### src/rtl/booth_mul_seq.sv
// booth_mul_seq: sequential radix-2 Booth signed multiplier.
// Each multiplier bit takes two cycles: an add/subtract phase, then an
// arithmetic right shift of {A,Q,Q-1}. The product is registered on the
// final shift and held until the next multiply completes.
module booth_mul_seq #(
  parameter int WIDTH = 8
) (
  input  logic               clk,
  input  logic               rst,
  input  logic               start,
  input  logic [WIDTH-1:0]   multiplicand,
  input  logic [WIDTH-1:0]   multiplier,
  output logic               ready,
  output logic               busy,
  output logic               done,
  output logic [2*WIDTH-1:0] product
);

  localparam int CW = $clog2(WIDTH+1);

  typedef enum logic [1:0] {S_IDLE, S_ADD, S_SHIFT, S_DONE} state_t;

  state_t           state;
  // A and M carry one extra sign bit so that M = -2^(WIDTH-1) cannot overflow
  logic [WIDTH:0]   a;
  logic [WIDTH:0]   m;
  logic [WIDTH-1:0] q;
  logic             q1;
  logic [CW-1:0]    cnt;

  logic [WIDTH:0]   a_sh;
  logic [WIDTH-1:0] q_sh;
  logic [CW-1:0]    cnt_dec;

  // Arithmetic right shift of {A,Q}: A msb replicated, A[0] into Q msb
  assign a_sh    = {a[WIDTH], a[WIDTH:1]};
  assign q_sh    = {a[0], q[WIDTH-1:1]};
  assign cnt_dec = cnt - 1'b1;

  // Status flags decode straight from the state register
  assign ready = (state == S_IDLE);
  assign busy  = (state == S_ADD) || (state == S_SHIFT);
  assign done  = (state == S_DONE);

  // Control FSM and datapath registers; reset wins over any in-flight multiply
  always_ff @(posedge clk) begin
    if (rst) begin
      state   <= S_IDLE;
      a       <= '0;
      m       <= '0;
      q       <= '0;
      q1      <= 1'b0;
      cnt     <= '0;
      product <= '0;
    end else begin
      case (state)
        S_IDLE: begin
          if (start) begin
            a     <= '0;
            q     <= multiplier;
            q1    <= 1'b0;
            m     <= {multiplicand[WIDTH-1], multiplicand};
            cnt   <= CW'(WIDTH);
            state <= S_ADD;
          end
        end
        S_ADD: begin
          case ({q[0], q1})
            2'b10:   a <= a - m;
            2'b01:   a <= a + m;
            default: a <= a;
          endcase
          state <= S_SHIFT;
        end
        S_SHIFT: begin
          a   <= a_sh;
          q   <= q_sh;
          q1  <= q[0];
          cnt <= cnt_dec;
          if (cnt_dec == '0) begin
            // The product is the post-shift {A,Q} with the extra sign bit dropped
            product <= {a_sh[WIDTH-1:0], q_sh};
            state   <= S_DONE;
          end else begin
            state <= S_ADD;
          end
        end
        S_DONE: begin
          state <= S_IDLE;
        end
        default: state <= S_IDLE;
      endcase
    end
  end

endmodule

### config.mk
export PLATFORM = sky130hd
export DESIGN_NAME = booth_mul_seq
export DESIGN_NICKNAME = d
export VERILOG_FILES = /design/src/rtl/booth_mul_seq.sv
export SDC_FILE = /design/constraint.sdc
export NUM_CORES = 1
export LEC_CHECK = 0
export ABC_AREA = 0
export BUFFER_PORTS_ARGS = -buffer_cell sky130_fd_sc_hd__clkbuf_2
export CORE_MARGIN = 1
export CORE_UTILIZATION = 56
export CTS_CLUSTER_DIAMETER = 150
export CTS_CLUSTER_SIZE = 14
export DETAILED_ROUTE_END_ITERATION = 8
export PLACE_DENSITY_LB_ADDON = 0.3
export SLEW_MARGIN = 5
export SYNTH_ARGS = -nofsm -noshare
export SYNTH_HDL_FRONTEND = slang
export SYNTH_SLANG_ARGS = --single-unit
### constraint.sdc
create_clock -name clk -period 6.37 [get_ports clk]
set_clock_uncertainty 0.15 [all_clocks]
set_input_delay 0.9555 -clock clk [delete_from_list [all_inputs] [get_ports clk]]
set_output_delay 0.9555 -clock clk [all_outputs]
set_load 0.01 [all_outputs]
==> qor.csv, run 1 <==
stage,metric,value,unit
sta,Worst Tran Pin Value,1069,ps
power,worst vdd ir,0.1475,mV
final_layout,fillers,389,
setup_path,crit end category,flip-flop,
setup_path,Startpoint Class,flip-flop,
detailed_routing,DR DRC count,7,
placement,dpl hpwl,3897,um
clock_network,post-cts sizing count,0,
final_layout,Non-Filler Instances,386,
setup_path,r2r startpoint,m[0],
run_status,outcome,finished with violations,
synth,Main synth FF type,dfxtp_1,
power,Pwr per Cell Area,277.6,nW/um^2
worst_hold_path,hold path depth,2,
worst_hold_path,Hold Path Class,flip-flop to flip-flop,
clock_network,Clock Latency Late Sink,300,ps
setup_path,reg2reg path depth,11,
final_layout,Nets,369,
floorplanning,Die Span X,70.57,um
final_layout,share of layout cells above drive strength 1,0.1617,
detailed_routing,DRT Wirelength,5450,um
detailed_routing,Routed Antenna Nets,0,
synth,Post-Synthesis Cells,304,
sta,"Hold Vio Cnt, Final",0,
sta,setup violators final,0,
synth,Syn. warnings,0,
sta,Final Max Slew Viols,0,
placement,placed cells,379,
clock_network,CTS Buffer Depth,2,
clock_network,hold_buf cts,0,
run,max-cap violations,0,
clock_network,setup bufs post-CTS,0,
clock_network,CTS Buf Count,5,
synth,post-synth top area cell,dfxtp_1,
detailed_routing,detailed-route wire length per cell,14.12,um
setup_path,critical path type,flip-flop to flip-flop,
clock_network,clock slew seen by the registers of the worst setup and hold paths,90,ps
clock_network,CTS root buffer,clkbuf_8,
synth,synthesized area,2633,sq um
floorplanning,die height,70.57,um
final_layout,Area Overhead vs Synth,9.268,%
synth,Syn Area/Cell,8.660,sq um
final_layout,most frequent cells in the layout,"dfxtp_1, nor2_1, clkbuf_2",
worst_hold_path,hold_sp,m[5],
synth,post-synth top area share,0.3650,
detailed_routing,First DRT Iteration DRCs,176,
floorplanning,Core Footprint,4444,sq um
floorplanning,Die Footprint,4979,sq um
setup_path,Worst path max stage delay,410,ps
sta,Rel. slew slack,0.2845,
synth,Syn Nets,339,
global_route,antenna violations before repair,0,
setup_path,R2R Setup Slk,3400,ps
synth,Synth async-reset ratio,0,
placement,RD Place Congestion,0.8870,
sta,minimum clock period,2965,ps
floorplanning,cell row count,24,
global_route,first-pass GRT wire length,9480,um
placement,Buffers on Ports,37,
synth,Synth Register Bits,48,
sta,maximum clock rate,337.2,MHz
final_layout,"most common cell after layout, fill and taps aside",dfxtp_1,
detailed_routing,drt via density,5.855,
floorplanning,starting density of the core,0.5923,
detailed_routing,DRT Pass-1 Iters,6,
detailed_routing,DR vias,2260,
clock_network,CTS H-tree lvls,2,
sta,RSZ-0062 raised after global routing,false,
setup_path,Setup crit start,m[0],
run_status,failing checks,DRC,
power,leakage,0.001157,uW
floorplanning,io pins,38,
sta,final worst path period share,0.4655,
setup_path,crit-path cells,inv_1 > ha_1 > a21oi_1 > xor2_1 > ha_1 > a21o_1 > a21o_1 > a31o_2 > a31oi_1 > mux2i_1 > o2111ai_1,
synth,post-synthesis cell type count,47,
clock_network,TritonCTS clock tree,built,
synth,sequential area share after synthesis,0.3650,
setup_path,"Req. time, crit path",6390,ps
final_layout,ant diodes,0,
setup_path,arrival time worst endpoint,2990,ps
sta,setup TNS,0,ps
global_route,gr usage total,0.2374,
setup_path,"Slowest-stage cell, CP",dfxtp_1,
global_route,grt total ovfl,0,
synth,"top cells by area, synth","dfxtp_1, mux2i_1, ha_1",
synth,Post-synth EDFFs,0,
clock_network,Sink Count,48,
global_route,vias in the first global route,2135,
setup_path,Crit Path Max Fanout,7,
global_route,largest net degree at the start of global routing,52,
-- metal layers --
metal | track usage | routed length (um) | vias to the layer above
met5 | 0 | 0 | -
met4 | 0.1000 | 95 | 0
met3 | 0.05698 | 261 | 11
met2 | 0.3927 | 2557 | 60
met1 | 0.2986 | 2536 | 1055
li1 | - | - | 1134
-- synthesized netlist by cell type (6+ instances only) --
master,n
a211oi_1,9
a21oi_1,21
clkbuf_1,6
dfxtp_1,48
ha_1,15
inv_1,10
mux2i_1,25
nand2_1,25
nand2b_1,7
nand3_1,18
nor2_1,41
o21ai_0,13
xor2_1,8
-- power by group --
| part | internal (uW) | switching (uW) | total (uW) |
|---|---|---|---|
| clock network | 74.5 | 102 | 177 |
| registers | 327 | 28.1 | 355 |
| logic | 107 | 159 | 267 |
-- worst max-delay path: cells and delay by family (launching register included) --
kind	cells	cell delay [ps]
adder cells (fa/ha/maj)	2	570
AO/OA/AOI/OAI	6	1220
buffers and inverters	1	90
multiplexers	1	230
flip-flops	1	410
XOR/XNOR	1	160
-- path summary, 6_finish.rpt --
path / end
max reg2reg: a[8]
max: a[8]
min reg2reg: m[5]
min: m[5]
-- final cells by class --
class / instances / area (sq um) / share of cell area
inverter: 10 / 37.54 / 0.01305
clock inverter: 2 / 12.51 / 0.004350
timing repair buffer: 38 / 192.7 / 0.06699
clock buffer: 5 / 68.82 / 0.02392
sequential: 48 / 960.9 / 0.3341
tap: 52 / 65.06 / 0.02262
multi-input combinational: 231 / 1539 / 0.5350
-- per-stage QoR --
stage               setup slack (ps)  cell area, sq um  hold WS (ps)  power, uW  utilization
detailed placement              3464              2795         324.6      622.2       0.6289
finish                          3405              2877         330.9      798.5       0.6472
floorplan                       3712              2633         310.7      570.8            -
global route                    3247              2877         374.7      848.8       0.6472
CTS                             3426              2877         335.0      799.7       0.6472
global placement                3577              2795         320.8      616.1       0.6289
-- sequential cells by signal (all words and copies together) (netlist names) --
name / cells
m: 8
product: 16
a: 9
state: 2
q1: 1
q: 8
cnt: 4
-- logic make-up (layout without fill, tap and decap cells) --
family                     count (synthesis)  count (layout)  synth area share
and+or+nand+nor                          110             110            0.1953
adders and majority gates                 16              16           0.07890
DFF                                       48              48            0.3650
muxes                                     25              25           0.09506
buffers and inverters                     25              55           0.05038
xor gates and xnor gates                  11              11           0.03660
AOI/OAI and AO/OA                         69              69            0.1787
(Power assumes the default switching activity.)
==> inputs of run 2 (changes only) <==
- CORE_UTILIZATION: 56 -> 51
- clock period: 6.37 -> 2.7 ns (I/O delays scaled with it)
==> run 2 against run 1 <==
Net effect: the flow now finishes without violations; clock power grew to 3.0 times the previous value; register-to-register slack got worse by 3300 ps; hold slack got worse by 160 ps; maximum frequency grew 14%; worst setup slack got worse by 3300 ps; non-clock buffer count grew 12; sequential cell count unchanged; sequential share of layout area fell by 2.1 points; die area rose by 9.5%; combinational power grew to 2.7 times the previous value; highest routed layer unchanged.
==> qor.csv, run 2 (synthesis results as in run 1) <==
stage,metric,value,unit,change
final_layout,most frequent cells in the layout,"dfxtp_1, nor2_1, clkbuf_2",,
clock_network,CTS Buf Count,5,,unchanged
global_route,vias in the first global route,2058,,-3.6%
placement,dpl hpwl,4006,um,+2.8%
final_layout,share of layout cells above drive strength 1,0.2363,,+0.07463
sta,Final Max Slew Viols,0,,unchanged
final_layout,Final Cell Area,3085,sq um,+7.3%
floorplanning,Die Footprint,5453,sq um,+9.5%
worst_hold_path,Hold Path Class,primary input to flip-flop,,
placement,Buffers on Ports,37,,unchanged
clock_network,clock slew seen by the registers of the worst setup and hold paths,90,ps,about the same
clock_network,CTS Buffer Depth,2,,unchanged
setup_path,CP endpoint,a[8],,
power,leakage,0.001239,uW,+7.1%
power,Pwr per Cell Area,673.4,nW/um^2,+140%
clock_network,Clock Latency Late Sink,300,ps,about the same
setup_path,R2R Setup Slk,90,ps,-3310 ps
final_layout,ant diodes,0,,unchanged
placement,placed inst area,2897,sq um,+3.6%
sta,minimum clock period,2609,ps,-356.6 ps
final_layout,most flop-heavy register,product,,
sta,Worst Tran Pin Value,1064,ps,-5.596 ps
floorplanning,die height,73.85,um,+4.6%
setup_path,reg2reg path depth,9,,-2
global_route,antenna violations before repair,0,,unchanged
floorplanning,cell row count,25,,+4.2%
global_route,grt total ovfl,0,,unchanged
setup_path,Startpoint Class,flip-flop,,
final_layout,Nets,381,,+3.3%
setup_path,crit-path cells,and2b_2 > a31oi_1 > xor2_1 > ha_4 > a21o_1 > a31o_2 > a31oi_2 > mux2i_1 > o2111ai_1,,
detailed_routing,DRT Pass-1 Iters,4,,-2
setup_path,Worst path max stage delay,340,ps,-70 ps
power,worst vdd ir,0.4934,mV,+230%
run_status,outcome,"finished, final reports clean",,
final_layout,Final Util,0.6364,,-0.01085
detailed_routing,First DRT Iteration DRCs,90,,-49%
detailed_routing,DR DRC count,0,,-7
setup_path,Setup crit start,q[0],,
setup_path,Crit Path Max Fanout,7,,unchanged
sta,setup violators final,0,,unchanged
sta,final worst path period share,0.9662,,+0.5007
floorplanning,io pins,38,,unchanged
sta,setup TNS,0,ps,unchanged
final_layout,fillers,419,,+7.7%
sta,Rel. slew slack,0.2883,,+0.003745
floorplanning,starting density of the core,0.5430,,-0.04937
setup_path,r2r startpoint,q[0],,
final_layout,"most common cell after layout, fill and taps aside",dfxtp_1,,
setup_path,critical path type,flip-flop to flip-flop,,
global_route,largest net degree at the start of global routing,29,,-44%
sta,"Hold Vio Cnt, Final",0,,unchanged
final_layout,number of flip-flops in the largest register,16,,unchanged
setup_path,"Slowest-stage cell, CP",dfxtp_2,,
clock_network,CTS root buffer,clkbuf_8,,
global_route,gr usage total,0.2203,,-0.01712
detailed_routing,DRT Wirelength,5493,um,+0.79%
placement,RD Place Congestion,0.8459,,-4.6%
run,max-cap violations,0,,unchanged
detailed_routing,detailed-route wire length per cell,13.27,um,-6.0%
clock_network,TritonCTS clock tree,built,,
clock_network,Sink Count,48,,unchanged
floorplanning,Core Footprint,4848,sq um,+9.1%
detailed_routing,drt via density,5.459,,-6.8%
floorplanning,Die Span X,73.85,um,+4.6%
sta,RSZ-0062 raised after global routing,true,,
final_layout,Area Overhead vs Synth,17.21,%,
global_route,first-pass GRT wire length,9308,um,-1.8%
final_layout,top flop regs,"product: 16 flops, a: 9 flops",,
clock_network,CTS H-tree lvls,2,,unchanged
setup_path,arrival time worst endpoint,2630,ps,-360 ps
setup_path,"Req. time, crit path",2720,ps,-3670 ps
setup_path,crit end category,flip-flop,,
detailed_routing,Routed Antenna Nets,0,,unchanged
setup_path,RR Endpoint,a[8],,
detailed_routing,DR vias,2260,,unchanged
sta,maximum clock rate,383.3,MHz,+14%
## run 2: changes by cell type in the layout (fill, tap and decap cells not counted), moves of 2 or more
cell	previous run	this run
buf_4	1	13
dfxtp_1	48	44
dfxtp_2	0	4
ha_1	15	13
ha_4	0	2
## run 2: what timing repair did
action | in CTS | in global routing
setup endpoints to repair | 1 | 4
pin swaps | 0 | 8
gates resized for setup | 1 | 17
hold buffers | 0 | 0
setup buffers | 0 | 1
## run 2: final cells by class
cell class	instances	area, sq um	area share
Sequential cell	48	965.9	0.3131
Timing Repair Buffer	50	282.8	0.09165
Clock inverter	3	46.29	0.01500
Multi-Input combinational cell	231	1600	0.5187
Clock buffer	5	68.82	0.02230
Inverter	10	37.54	0.01217
Tap cell	67	83.83	0.02717
## run 2: stage by stage
stage / setup slack, ps / power (uW) / hold slack [ps] / std cells
after floorplan: 42.10 / 1347 / 310.7 / 304
after global placement: 92.95 / 1492 / 320.9 / 405
after detailed placement: 27.41 / 1509 / 330.3 / 405
after CTS: 20.12 / 2038 / 170.4 / 413
after global routing: 7.431 / 2214 / 174.7 / 414
final: 91.36 / 2078 / 175.8 / 414
## run 2: how the worst min path moves through the flow
stage / start / end / slack (ps) / depth (start not counted)
after global routing: multiplicand[2] / m[2] / 170 / 3
after detailed placement: product[7] / product[7] / 330 / 2
after CTS: multiplicand[5] / m[5] / 170 / 3
after floorplan: m[5] / m[5] / 310 / 2
final: multiplicand[2] / m[2] / 180 / 3
after global placement: product[11] / product[11] / 320 / 2
## run 2: report_power, final
part           internal (uW)  switching (uW)
logic                    311             405
registers                773            62.8
clock network            279             247
total                   1360             715
## run 2: worst max-delay path: cells and delay by family (launching register included)
kind,cells,cell delay (ps)
AO/OA/AOI/OAI,5,960
flip-flops,1,340
XOR/XNOR,1,300
adder cells (fa/ha/maj),1,280
AND/OR/NAND/NOR,1,250
multiplexers,1,210
## run 2: metal layers
metal  global-route usage  vias up  wire length (um)
met5                    0        -                 0
met4              0.04487        0                31
met3              0.04938        4               185
met2               0.3629       40              2559
met1               0.2949     1051              2716
li1                     -     1165                 -
